==> src/rtl/uart_tx_ctrl_if.sv <==
// Byte handshake between the UART register file (master) and uart_tx_ctrl (slave).
//   tx_data  : byte to send, sampled when tx_valid & tx_ready at a rising edge
//   tx_valid : requester has a byte
//   tx_ready : transmitter is idle and can accept
interface uart_tx_ctrl_if #(
  parameter int unsigned DATA_W = 8
) ();
  logic [DATA_W-1:0] tx_data;
  logic              tx_valid;
  logic              tx_ready;

  modport master (output tx_data, output tx_valid, input tx_ready);
  modport slave  (input tx_data, input tx_valid, output tx_ready);
endinterface

==> src/rtl/uart_tx_ctrl.sv <==
// UART transmit sequencer: gates and loads the baud divider, consumes its
// ticks and serialises one byte per frame (start, data LSB first, optional
// parity, one or two stop bits) onto txd.
// Optional feature macro: UART_TX_PARITY_EN (adds cfg_parity_odd and a parity bit).
// Ports:
//   clk, rst_n     : clock, asynchronous active-low reset
//   bus            : uart_tx_ctrl_if slave (tx_data / tx_valid / tx_ready)
//   tx_abort       : drop the current frame, return to idle
//   cfg_div        : baud divisor, sampled on accept
//   cfg_stop2      : two stop bits when 1, sampled on accept
//   cfg_parity_odd : odd parity when 1, sampled on accept (macro only)
//   bps_tick       : bit-period tick from clk_div
//   bps_start      : divider enable to clk_div
//   bps_div        : latched divisor to clk_div
//   txd            : serial line, idle high
//   tx_busy        : inverse of tx_ready
//   tx_done        : one-cycle pulse when a frame completes normally
module uart_tx_ctrl #(
  parameter int unsigned DATA_W = 8
) (
  input  logic                 clk,
  input  logic                 rst_n,
  uart_tx_ctrl_if.slave        bus,
  input  logic                 tx_abort,
  input  logic [31:0]          cfg_div,
  input  logic                 cfg_stop2,
`ifdef UART_TX_PARITY_EN
  input  logic                 cfg_parity_odd,
`endif
  input  logic                 bps_tick,
  output logic                 bps_start,
  output logic [31:0]          bps_div,
  output logic                 txd,
  output logic                 tx_busy,
  output logic                 tx_done
);

  localparam int unsigned CNT_W = (DATA_W > 1) ? $clog2(DATA_W) : 1;

  typedef enum logic [2:0] {
    S_IDLE,
    S_START,
    S_DATA,
`ifdef UART_TX_PARITY_EN
    S_PARITY,
`endif
    S_STOP
  } state_e;

  state_e            state_q, state_d;
  logic [DATA_W-1:0] shift_q, shift_d;
  logic [CNT_W-1:0]  cnt_q, cnt_d;
  logic [31:0]       div_q, div_d;
  logic              stop2_q, stop2_d;
  logic              stop_seen_q, stop_seen_d;
  logic              txd_q, txd_d;
  logic              bps_start_q, bps_start_d;
  logic              done_q, done_d;
`ifdef UART_TX_PARITY_EN
  logic              par_q, par_d;
`endif

  // State and registered outputs
  always_ff @(posedge clk or negedge rst_n) begin
    if (!rst_n) begin
      state_q     <= S_IDLE;
      shift_q     <= '0;
      cnt_q       <= '0;
      div_q       <= '0;
      stop2_q     <= 1'b0;
      stop_seen_q <= 1'b0;
      txd_q       <= 1'b1;
      bps_start_q <= 1'b0;
      done_q      <= 1'b0;
`ifdef UART_TX_PARITY_EN
      par_q       <= 1'b0;
`endif
    end else begin
      state_q     <= state_d;
      shift_q     <= shift_d;
      cnt_q       <= cnt_d;
      div_q       <= div_d;
      stop2_q     <= stop2_d;
      stop_seen_q <= stop_seen_d;
      txd_q       <= txd_d;
      bps_start_q <= bps_start_d;
      done_q      <= done_d;
`ifdef UART_TX_PARITY_EN
      par_q       <= par_d;
`endif
    end
  end

  // Next-state and next-output decode
  always_comb begin
    state_d     = state_q;
    shift_d     = shift_q;
    cnt_d       = cnt_q;
    div_d       = div_q;
    stop2_d     = stop2_q;
    stop_seen_d = stop_seen_q;
    txd_d       = txd_q;
    bps_start_d = bps_start_q;
    done_d      = 1'b0;
`ifdef UART_TX_PARITY_EN
    par_d       = par_q;
`endif

    unique case (state_q)
      S_IDLE: begin
        txd_d       = 1'b1;
        bps_start_d = 1'b0;
        if (bus.tx_valid) begin
          shift_d     = bus.tx_data;
          div_d       = cfg_div;
          stop2_d     = cfg_stop2;
          stop_seen_d = 1'b0;
          cnt_d       = '0;
          state_d     = S_START;
          txd_d       = 1'b0;
          bps_start_d = 1'b1;
`ifdef UART_TX_PARITY_EN
          // Parity is fixed at accept since the shift register is consumed
          par_d       = (^bus.tx_data) ^ cfg_parity_odd;
`endif
        end
      end
      S_START: begin
        if (bps_tick) begin
          state_d = S_DATA;
          cnt_d   = '0;
          txd_d   = shift_q[0];
        end
      end
      S_DATA: begin
        if (bps_tick) begin
          shift_d = shift_q >> 1;
          cnt_d   = cnt_q + CNT_W'(1);
          txd_d   = shift_d[0];
          if (cnt_q == CNT_W'(DATA_W - 1)) begin
`ifdef UART_TX_PARITY_EN
            state_d = S_PARITY;
            txd_d   = par_q;
`else
            state_d = S_STOP;
            txd_d   = 1'b1;
`endif
          end
        end
      end
`ifdef UART_TX_PARITY_EN
      S_PARITY: begin
        if (bps_tick) begin
          state_d = S_STOP;
          txd_d   = 1'b1;
        end
      end
`endif
      S_STOP: begin
        if (bps_tick) begin
          if (stop2_q && !stop_seen_q) begin
            stop_seen_d = 1'b1;
          end else begin
            state_d     = S_IDLE;
            bps_start_d = 1'b0;
            done_d      = 1'b1;
          end
        end
      end
      default: begin
        state_d     = S_IDLE;
        txd_d       = 1'b1;
        bps_start_d = 1'b0;
      end
    endcase

    // Abort wins over any tick in the same cycle
    if (tx_abort && (state_q != S_IDLE)) begin
      state_d     = S_IDLE;
      txd_d       = 1'b1;
      bps_start_d = 1'b0;
      done_d      = 1'b0;
    end
  end

  assign bus.tx_ready = (state_q == S_IDLE);
  assign tx_busy      = (state_q != S_IDLE);
  assign txd          = txd_q;
  assign bps_start    = bps_start_q;
  assign bps_div      = div_q;
  assign tx_done      = done_q;

endmodule
==> src/flat_wrapper.sv <==
// flat-port wrapper written by rule: the top's interface ports become plain ports
module uart_tx_ctrl_flat 
#(
  parameter int unsigned DATA_W = 8
)
  (clk, rst_n, tx_abort, cfg_div, cfg_stop2, bps_tick, bps_start, bps_div, txd, tx_busy, tx_done, bus_tx_data, bus_tx_valid, bus_tx_ready);
  uart_tx_ctrl_if #(.DATA_W(DATA_W)) bus_i ();
  input  logic clk;
  input  logic rst_n;
  input  logic tx_abort;
  input  logic [31:0] cfg_div;
  input  logic cfg_stop2;
  input  logic bps_tick;
  output logic bps_start;
  output logic [31:0] bps_div;
  output logic txd;
  output logic tx_busy;
  output logic tx_done;
  input wire logic [$bits(bus_i.tx_data)-1:0] bus_tx_data;
  input wire logic [$bits(bus_i.tx_valid)-1:0] bus_tx_valid;
  output wire logic [$bits(bus_i.tx_ready)-1:0] bus_tx_ready;
  assign bus_i.tx_data = bus_tx_data;
  assign bus_i.tx_valid = bus_tx_valid;
  assign bus_tx_ready = bus_i.tx_ready;
  uart_tx_ctrl #(.DATA_W(DATA_W)) u_core (.clk(clk), .rst_n(rst_n), .bus(bus_i), .tx_abort(tx_abort), .cfg_div(cfg_div), .cfg_stop2(cfg_stop2), .bps_tick(bps_tick), .bps_start(bps_start), .bps_div(bps_div), .txd(txd), .tx_busy(tx_busy), .tx_done(tx_done));
endmodule
==> config.mk <==
export PLATFORM = sky130hd
export DESIGN_NAME = uart_tx_ctrl_flat
export DESIGN_NICKNAME = d
export VERILOG_FILES = /design/src/rtl/uart_tx_ctrl_if.sv /design/src/rtl/uart_tx_ctrl.sv /design/src/flat_wrapper.sv
export SDC_FILE = /design/constraint.sdc
export NUM_CORES = 1
export LEC_CHECK = 0
export CORE_UTILIZATION = 44
export DETAILED_ROUTE_END_ITERATION = 10
export PLACE_DENSITY_LB_ADDON = 0.12
export SKIP_CTS_REPAIR_TIMING = 1
export SYNTH_ARGS = -nofsm -noshare
export SYNTH_HDL_FRONTEND = slang
export SYNTH_SLANG_ARGS = --single-unit
==> constraint.sdc <==
create_clock -name clk -period 2.1 [get_ports clk]
set_input_delay 0.63 -clock clk [delete_from_list [all_inputs] [get_ports clk]]
set_output_delay 0.63 -clock clk [all_outputs]
set_load 0.01 [all_outputs]
Yosys cells after proc, flatten, opt, wreduce, memory -nomap -nowiden
Cells that the tools add are included.
Operators by class
  $add $sub $neg: 1
  multiply operators: 0
  reductions and logical operators: 16
  div/mod/pow operators: 0
  equality and inequality tests: 17
  order comparisons: 0
  multiplexer cells: 34
  bitwise gates (word level): 0
  shifts and indexed selects: 0
Operator list (count)
  3-bit 2-to-1 mux: 10
  1-bit 2-to-1 mux: 16
  8-bit 2-to-1 mux: 2
  8-bit one-hot mux with 2 select lines: 1
  3-bit by 2-bit != test with 1-bit output, second input constant: 4
  3-bit one-hot mux with 4 select lines: 1
  3-bit one-hot mux with 3 select lines: 1
  3-bit AND reduction: 3
  2-bit != test, second input constant: 4
  4-bit AND reduction: 2
  3-bit by 2-bit equality test with 1-bit output, second input constant: 2
  2-bit by 1-bit != test with 1-bit output, second input constant: 3
  6-bit AND reduction: 1
  3-bit nonzero test: 2
  1-bit one-hot mux with 4 select lines: 1
  2-bit nonzero test: 2
  3-bit by 1-bit adder with 3-bit output, second input constant: 1
  3-bit by 1-bit equality test with 1-bit output, second input constant: 1
  3-bit equality test, second input constant: 1
  3-bit logical NOT: 1
  3-bit by 1-bit != test with 1-bit output, second input constant: 1
  3-bit != test, second input constant: 1
  1-bit one-hot mux with 3 select lines: 1
  1-bit logical AND: 2
  other kinds (4): 4
Word-level totals
  logic and storage cells: 77
  output and inout port bits: 37
  bits in latches: 0
  RAM bits: 0
  memories: 0
  bits in registers: 51
  bits in read-only memories: 0
  input bits: 46

Depth between registers and ports, before layout
Gate-level depths: netlist (run 1).
  word-level depth: 6
  gate-level depth with buffers: 8
  depth with buffers taken out: 7

Worst setup path after synthesis (run 1)
No wires, ideal clock.
  path type: reg-to-reg
  start point: reg u_core.state_q[0]
  end point: reg u_core.state_q[0]
  arrival time: 1.467 ns
  stages on the path, launching flop included: 7
  setup slack: 0.554 ns
  cells stage by stage: dfrtp_1 inv_1 ha_1 a22o_1 a21boi_2 and3_4 mux2i_1
RTL lines
  from (decl): line uart_tx_ctrl.sv:50  | state_e state_q, state_d;
  from (signal assigned): line uart_tx_ctrl.sv:79  | state_q <= state_d;
  3-bit logical NOT *
  via bus_tx_ready: line flat_wrapper.sv:21  | output wire logic [$bits(bus_i.tx_ready)-1:0] bus_tx_ready;
  3-bit by 2-bit != test with 1-bit output (no line) / 3-bit one-hot mux with 4 select lines (equally long branches)
  6-bit AND reduction (no line) / 3-bit 2-to-1 mux (equally long branches)
Mark *: on every way through the listed nets, which the timed path passes. The rest lies on a longest branch.
A chain may end at the register's enable or synchronous reset.

Worst setup path after layout (run 1)
  start point: reg u_core.txd_q (netlist: u_core.txd)
  end point: out txd
RTL lines
  from (decl): line uart_tx_ctrl.sv:56  | logic txd_q, txd_d;
  from (signal assigned): line uart_tx_ctrl.sv:85  | txd_q <= txd_d;
  to (decl): line flat_wrapper.sv:16  | output logic txd;
No word-level cell between the ends.

==> metrics.md, run 1 <==
| Metric | Value |
|---|---|
| Status | finished, final reports clean |
| Clock Skew | between 10 and 15 ps |
| Starting Density | 0.4612 |
| Main flop type after synthesis | dfrtp_1 |
| Root cell of the clock tree | clkbuf_8 |
| Dominant cell by count in the synthesized netlist | dfrtp_1 |
| Number of port buffers | 82 |
| GRT Resource Usage Total | 0.1910 |
| Max-slew headroom | 0.6549 |
| Post-synth top area share | 0.5556 |
| Mapped Avg Cell Area | 12.76 sq um |
| Worst-path clk slew | 90 ps |
| Area growth, synth to finish | 47.11% |
| Via Count | 1600 |
| CTS tree | built |
| Reg2reg start | u_core.state_q[0] |
| RSZ-0062 raised after global routing | false |
| LEAKAGE | 1.402 nW |
| Synth Register Bits | 50 |
| Peak supply drop | 0.7825 mV |
| Tcrit/Tclk final | 0.9436 |
| Mapped Area | 2207 sq um |
| Die Ht | 72.83 microns |
| Share of layout cells above drive strength 1 | 0.2243 |
| Crit-path max FO | 2 |
| Cell Rows | 25 |
| CTS Buffer Depth | 2 |
| Reg2reg setup slack | 390 ps |
| # clock sinks | 50 |
| Top cells by area, synth | dfrtp_1 (56%), mux2_2 (17%), mux2i_1 (5.0%), ha_1 (4.0%), a21oi_1 (2.3%) |
| Post-route minimum period | slightly below 2000 ps |
| Post-synth EDFFs | 0 |
| Max_cap viols | 0 |
| Clock latency on the worst-skew pair | around 300 ps |
| GRT Residual Overflow | 0 |
| Synth area leader | dfrtp_1 |
| Core area | 4786 sq um |
| DR WL/cell | 13.67 microns |
| Syn nets | roughly 230 |
| Final non-filler cell area | 3247 sq um |
| Slew Viols, Final | 0 |
| CP Capture Type | primary output |
| Cells after synthesis | 173 |
| Critical path's slowest cell | dfstp_2 |
| Routed wire length | roughly 4.5 mm |
| DRC | 0 |
| Worst hold margin | roughly 250 ps |
| Drt pass-1 iters | 4 |
| Final hold vios | 0 |
| Worst slew pin tran | 517.1 ps |
| Fillers | 380 |
| Post-DP HPWL | 3.387 mm |
| Post-synth cell types | 28 |
| Final Setup Violations | 0 |
| Vias per cell | 4.848 |
| Startpoint types | flop |
| Antenna Nets Post-Route | 0 |
| CP bufs+invs | 1 |
| Placed Area | 3147 sq um |
| Inserted Diodes | 0 |
| Pwr Density | 1420 nW/um^2 |
| H-tree levels | 2 |
| Critical-path cell list | clkdlybuf4s50_1 |
| Hold Crit Class | primary input to asynchronous set/reset pin |
| RR Endpoint | u_core.state_q[0] |
| Req. time, crit path | 1470 ps |
| Die area | 5303 sq um |
| GPL Wtd Cong | between 0.8 and 0.9 |
| Yosys warning count | 0 |
| Overall die width | 72.83 microns |
| Synth cell count leaders | dfrtp_1 (49), mux2_2 (34), mux2i_1 (11) |
| First-pass GRT wire length | 7.548 mm |
| Clock buffer count from CTS | 5 |
| Initial antenna violation count | 0 |
| Critical Path AT | 1350 ps |
| Async S/R FF share, synth | 1.000 |
| Post-Layout Cell Count | 330 |
| Max Clk Rate | 504.7 MHz |
| Violation count after the first detailed-route iteration | 68 |
| Register area share after synthesis | 0.5675 |
| Depth of the most critical reg-to-reg path | 7 |
| Final Net Count | ~320 |
| Largest net degree at the start of global routing | 35 |
| Placed Instances | 322 |
| CP delay by family, top | flip-flops |
| Vias in the first global route | about 1600 |
| IO Pins | 83 |
| CP Class | flop to primary output |
| Delay of the slowest critical-path stage | 540 ps |
-- power by group --
part	switching [mW]	internal, mW
sequential	0.244	1.44
combinational	0.979	1.37
clock	0.311	0.273
total	1.53	3.08
-- cell usage in the layout, fill, tap and decap left out --
cell type,count
a21boi_2,1
buf_4,5
and3_4,1
mux2_2,34
dfrtp_1,49
nand3b_1,1
buf_2,1
a22o_1,1
clkbuf_1,1
clkdlybuf4s50_1,79
a21oi_1,10
a211oi_1,1
inv_1,5
mux2i_1,11
o21ai_0,7
nor2_2,2
dfstp_2,1
inv_2,3
o211ai_1,1
nand2_1,8
and2b_1,1
nor3b_1,2
a22o_2,1
ha_1,7
nor3_2,1
a31oi_1,2
inv_6,1
clkbuf_8,6
buf_12,2
dlymetal6s2s_1,2
nand2b_1,1
nor2_1,10
nand3_1,4
nand4_1,1
-- cell families after synthesis --
logic type,after synthesis,share of synthesized area
adders and majority gates,7,0.03968
muxes,45,0.2234
buffers and inverters,15,0.03061
and+or+nand+nor,32,0.07427
AOI/OAI and AO/OA,24,0.06463
DFF,50,0.5675
-- flip-flops by register name, summed over array words and instances, names as in the netlist --
register	cells
u_core.txd	1
u_core.bps_div	32
u_core.state_q	2
u_core.tx_done	1
u_core.stop_seen_q	1
u_core.cnt_q	3
u_core.stop2_q	1
u_core.bps_start	1
u_core.shift_q	8
-- stage by stage --
step	setup TNS [ps]	power [mW]	worst slack (ps)	util
2_1_floorplan	0	2.963	554.0	-
3_3_place_gp	0	4.019	38.36	0.6575
3_5_place_dp	-1.309	4.077	-1.309	0.6575
4_1_cts	-339.8	4.679	-217.5	0.6774
5_1_grt	0	4.948	74.97	0.6784
6_report	0	4.611	118.5	0.6784
-- routing by layer --
metal	up-vias	track usage	share of wire
li1	779	-	-
met1	768	0.2307	0.43
met2	45	0.3063	0.49
met3	8	0.07182	0.067
met4	0	0.08279	0.017
met5	-	0	0
-- how the worst max path moves through the flow --
stage | slack (ps) | to | startpoint | depth (start not counted)
after detailed placement | -1 | u_core.shift_q[4] | bps_tick | 6
after global placement | 40 | u_core.shift_q[6] | bps_tick | 6
after floorplan | 550 | u_core.state_q[0] | u_core.state_q[0] | 6
final | 120 | txd | u_core.txd | 1
after CTS | -220 | tx_busy | u_core.state_q[0] | 4
after global routing | 70 | txd | u_core.txd | 1
-- cell type report --
type	count	area, sq um	share of cell area
Clock buffer	7	86.33	0.02659
Clock inverter	1	8.758	0.002697
Sequential cell	50	1252	0.3857
Multi-Input combinational cell	108	887.1	0.2732
Tap cell	67	83.83	0.02582
Timing Repair Buffer	89	898.4	0.2767
Inverter	8	30.03	0.009249
(Power assumes the default switching activity.)
==> run 2: changes to the inputs <==
--- a/config.mk
+++ b/config.mk
@@ -9,6 +9,7 @@
 export DETAILED_ROUTE_END_ITERATION = 10
 export PLACE_DENSITY_LB_ADDON = 0.12
 export SKIP_CTS_REPAIR_TIMING = 1
+export SLEW_MARGIN = 25
 export SYNTH_ARGS = -nofsm -noshare
 export SYNTH_HDL_FRONTEND = slang
 export SYNTH_SLANG_ARGS = --single-unit
==> constraint.sdc (replaced) <==
create_clock -name clk -period 2.1 [get_ports clk]
set_input_delay 0.63 -clock clk [delete_from_list [all_inputs] [get_ports clk]]
set_output_delay 0.63 -clock clk [all_outputs]
set_load 0.02 [all_outputs]
==> run 2 against run 1 <==
  * Clock skew shrank 8.2 ps
  * Power grew 7.5%
  * Sequential power is essentially flat
  * Design area grew 0.31%
  * Utilization grew 0.21 points
  * Wire length shrank 3.6%
  * Sequential share of layout area shrank 0.12 points
==> metrics.md, run 2 (synthesized netlist as in run 1, its figures left out) <==
| Metric | Value |
|---|---|
| Status | finished, final reports clean |
| Root cell of the clock tree | clkbuf_8 |
| Crit-path max FO | 2 (unchanged) |
| Most common cell after layout, fill and taps aside | clkdlybuf4s50_1 |
| CP Capture Type | primary output |
| LEAKAGE | 1.407 nW (+0.36%) |
| Final Setup Violations | 0 (unchanged) |
| GPL Wtd Cong | 0.8101 (-1.2%) |
| Critical Path AT | 1420 ps (+70 ps) |
| CTS Buffer Depth | 2 (unchanged) |
| Inserted Diodes | 0 (unchanged) |
| GR Layer Usage met3 | 0.05663 (-0.01519) |
| Tcrit/Tclk final | 0.9781 (+0.03448) |
| DRC | 0 (unchanged) |
| CTS tree | built |
| Startpoint types | flop |
| Die Ht | 72.83 microns (unchanged) |
| Worst slew pin tran | 541.7 ps (+24.55 ps) |
| Die area | 5303 sq um (unchanged) |
| Largest net degree at the start of global routing | 34 (-2.9%) |
| Vias in the first global route | 1641 (+1.2%) |
| Hold Crit Class | primary input to asynchronous set/reset pin |
| Final non-filler cell area | 3257 sq um (+0.31%) |
| Critical path's slowest cell | clkdlybuf4s50_1 |
| Net Switching | 1.772 mW (+15%) |
| Post-DP HPWL | 3.206 mm (-5.3%) |
| Overall die width | 72.83 microns (unchanged) |
| Area growth, synth to finish | 47.56% |
| GRT Residual Overflow | 0 (unchanged) |
| Post-route minimum period | 2054 ps (+72.40 ps) |
| Share of layout cells above drive strength 1 | 0.2146 (-0.009775) |
| # clock sinks | 50 (unchanged) |
| Antenna Nets Post-Route | 0 (unchanged) |
| Number of port buffers | 82 (unchanged) |
| Cell Rows | 25 (unchanged) |
| First-pass GRT wire length | 7.238 mm (-4.1%) |
| Worst hold margin | 268.5 ps (+18.89 ps) |
| Sw frac | 0.3574 (+0.02457) |
| Critical-path cell list | clkdlybuf4s50_1 |
| RR Endpoint | u_core.shift_q[1] |
| Initial antenna violation count | 0 (unchanged) |
| Max_cap viols | 0 (unchanged) |
| Max Clk Rate | 486.9 MHz (-3.5%) |
| Delay of the slowest critical-path stage | 610 ps (+70 ps) |
| Final core utilization | 0.6805 (+0.002092) |
| Starting Density | 0.4612 (unchanged) |
| DR WL/cell | 13.25 microns (-3.0%) |
| Comb power frac | 0.529 (+0.020) |
| Depth of the most critical reg-to-reg path | 6 (-1) |
| Via Count | 1609 (+0.56%) |
| Largest register FFs | 32 (unchanged) |
| Final Net Count | 314 (-0.32%) |
| Clock latency on the worst-skew pair | 290 ps (about the same) |
| Worst Setup Slack, final | 46.08 ps (-72.40 ps) |
| Pre-CTS setup slack | -6.924 ps (-5.615 ps) |
| Violation count after the first detailed-route iteration | 53 (-22%) |
| Peak supply drop | 0.8552 mV (+9.3%) |
| Pwr Density | 1522 nW/um^2 (+7.2%) |
| Routed wire length | 4.347 mm (-3.6%) |
| Core area | 4786 sq um (unchanged) |
| Commonest non-fill, non-tap cells in the layout | clkdlybuf4s50_1 (79), dfrtp_1 (49), mux2_2 (34) |
| Clock Skew | 3.167 ps (-8.157 ps) |
| Pint | 3.185 mW (+3.5%) |
| Placed Instances | 321 (-0.31%) |
| CP bufs+invs | 1 (unchanged) |
| Gr busiest metal | met2 |
| IO Pins | 83 (unchanged) |
| Slew Viols, Final | 0 (unchanged) |
| CP delay by family, top | buffers and inverters |
| Pwr Total | 4.957 mW (+7.5%) |
| Drt pass-1 iters | 4 (unchanged) |
| Placed Area | 3139 sq um (-0.24%) |
| GRT Resource Usage Total | 0.1785 (-0.01252) |
| Clock buffer count from CTS | 5 (unchanged) |
| GRT met2 Usage | 0.3074 (+0.001038) |
| Req. time, crit path | 1470 ps (about the same) |
| CP Class | flop to primary output |
| Max-slew headroom | 0.6385 (-0.01639) |
| Post-Layout Cell Count | 328 (-0.61%) |
| RSZ-0062 raised after global routing | false |
| Total negative setup slack | 0 ps (unchanged) |
| Clk pwr share | 0.135 (+0.008) |
| Vias per cell | 4.905 (+1.2%) |
| H-tree levels | 2 (unchanged) |
| Worst-path clk slew | 80 ps (about the same) |
| Grt met1 use | 0.2116 (-0.01913) |
| Final hold vios | 0 (unchanged) |
| Reg power frac | 0.336 (-0.028) |
| Reg2reg start | u_core.state_q[0] |
| Reg2reg setup slack | 280 ps (-110 ps) |
[run 2: changes by cell type in the layout (fill, tap and decap cells not counted), sizes merged]
cell    previous run  this run
bufinv             0         1
inv                9         8
clkbuf             7         6
buf                8         7
[run 2: cell type report]
cell class | count | area (sq um)
inverters | 8 | 30.03
well taps | 67 | 83.83
clock buffers | 6 | 82.58
fillers | 390 | 1529
flip-flops and latches | 50 | 1252
clock inverters | 1 | 30.03
multi-input cells | 108 | 887.1
repair buffers | 88 | 890.9
[run 2: power groups by stage]
stage          clock, mW  combinational [mW]  sequential, mW
2_1_floorplan          0                1.16            2.08
6_report           0.671                2.62            1.66
3_3_place_gp           0                2.62            1.67
4_1_cts            0.705                2.66            1.67
5_1_grt            0.737                2.82            1.73
3_5_place_dp           0                2.64            1.69
[run 2: how the worst max path moves through the flow]
stage,from,to,slack (ps),cells after the start
after floorplan,u_core.state_q[0],u_core.state_q[0],500,6
after global placement,bps_tick,u_core.state_q[1],20,6
after detailed placement,bps_tick,u_core.shift_q[2],-7,6
after CTS,u_core.state_q[0],tx_busy,-270,4
after global routing,u_core.txd,txd,8,1
final,u_core.txd,txd,50,1
[run 2: layer usage]
metal / vias to the layer above / share of wire
li1: 774 / -
met2: 42 / 0.52
met5: - / 0
met3: 2 / 0.063
met4: 0 / 0.0032
met1: 791 / 0.41
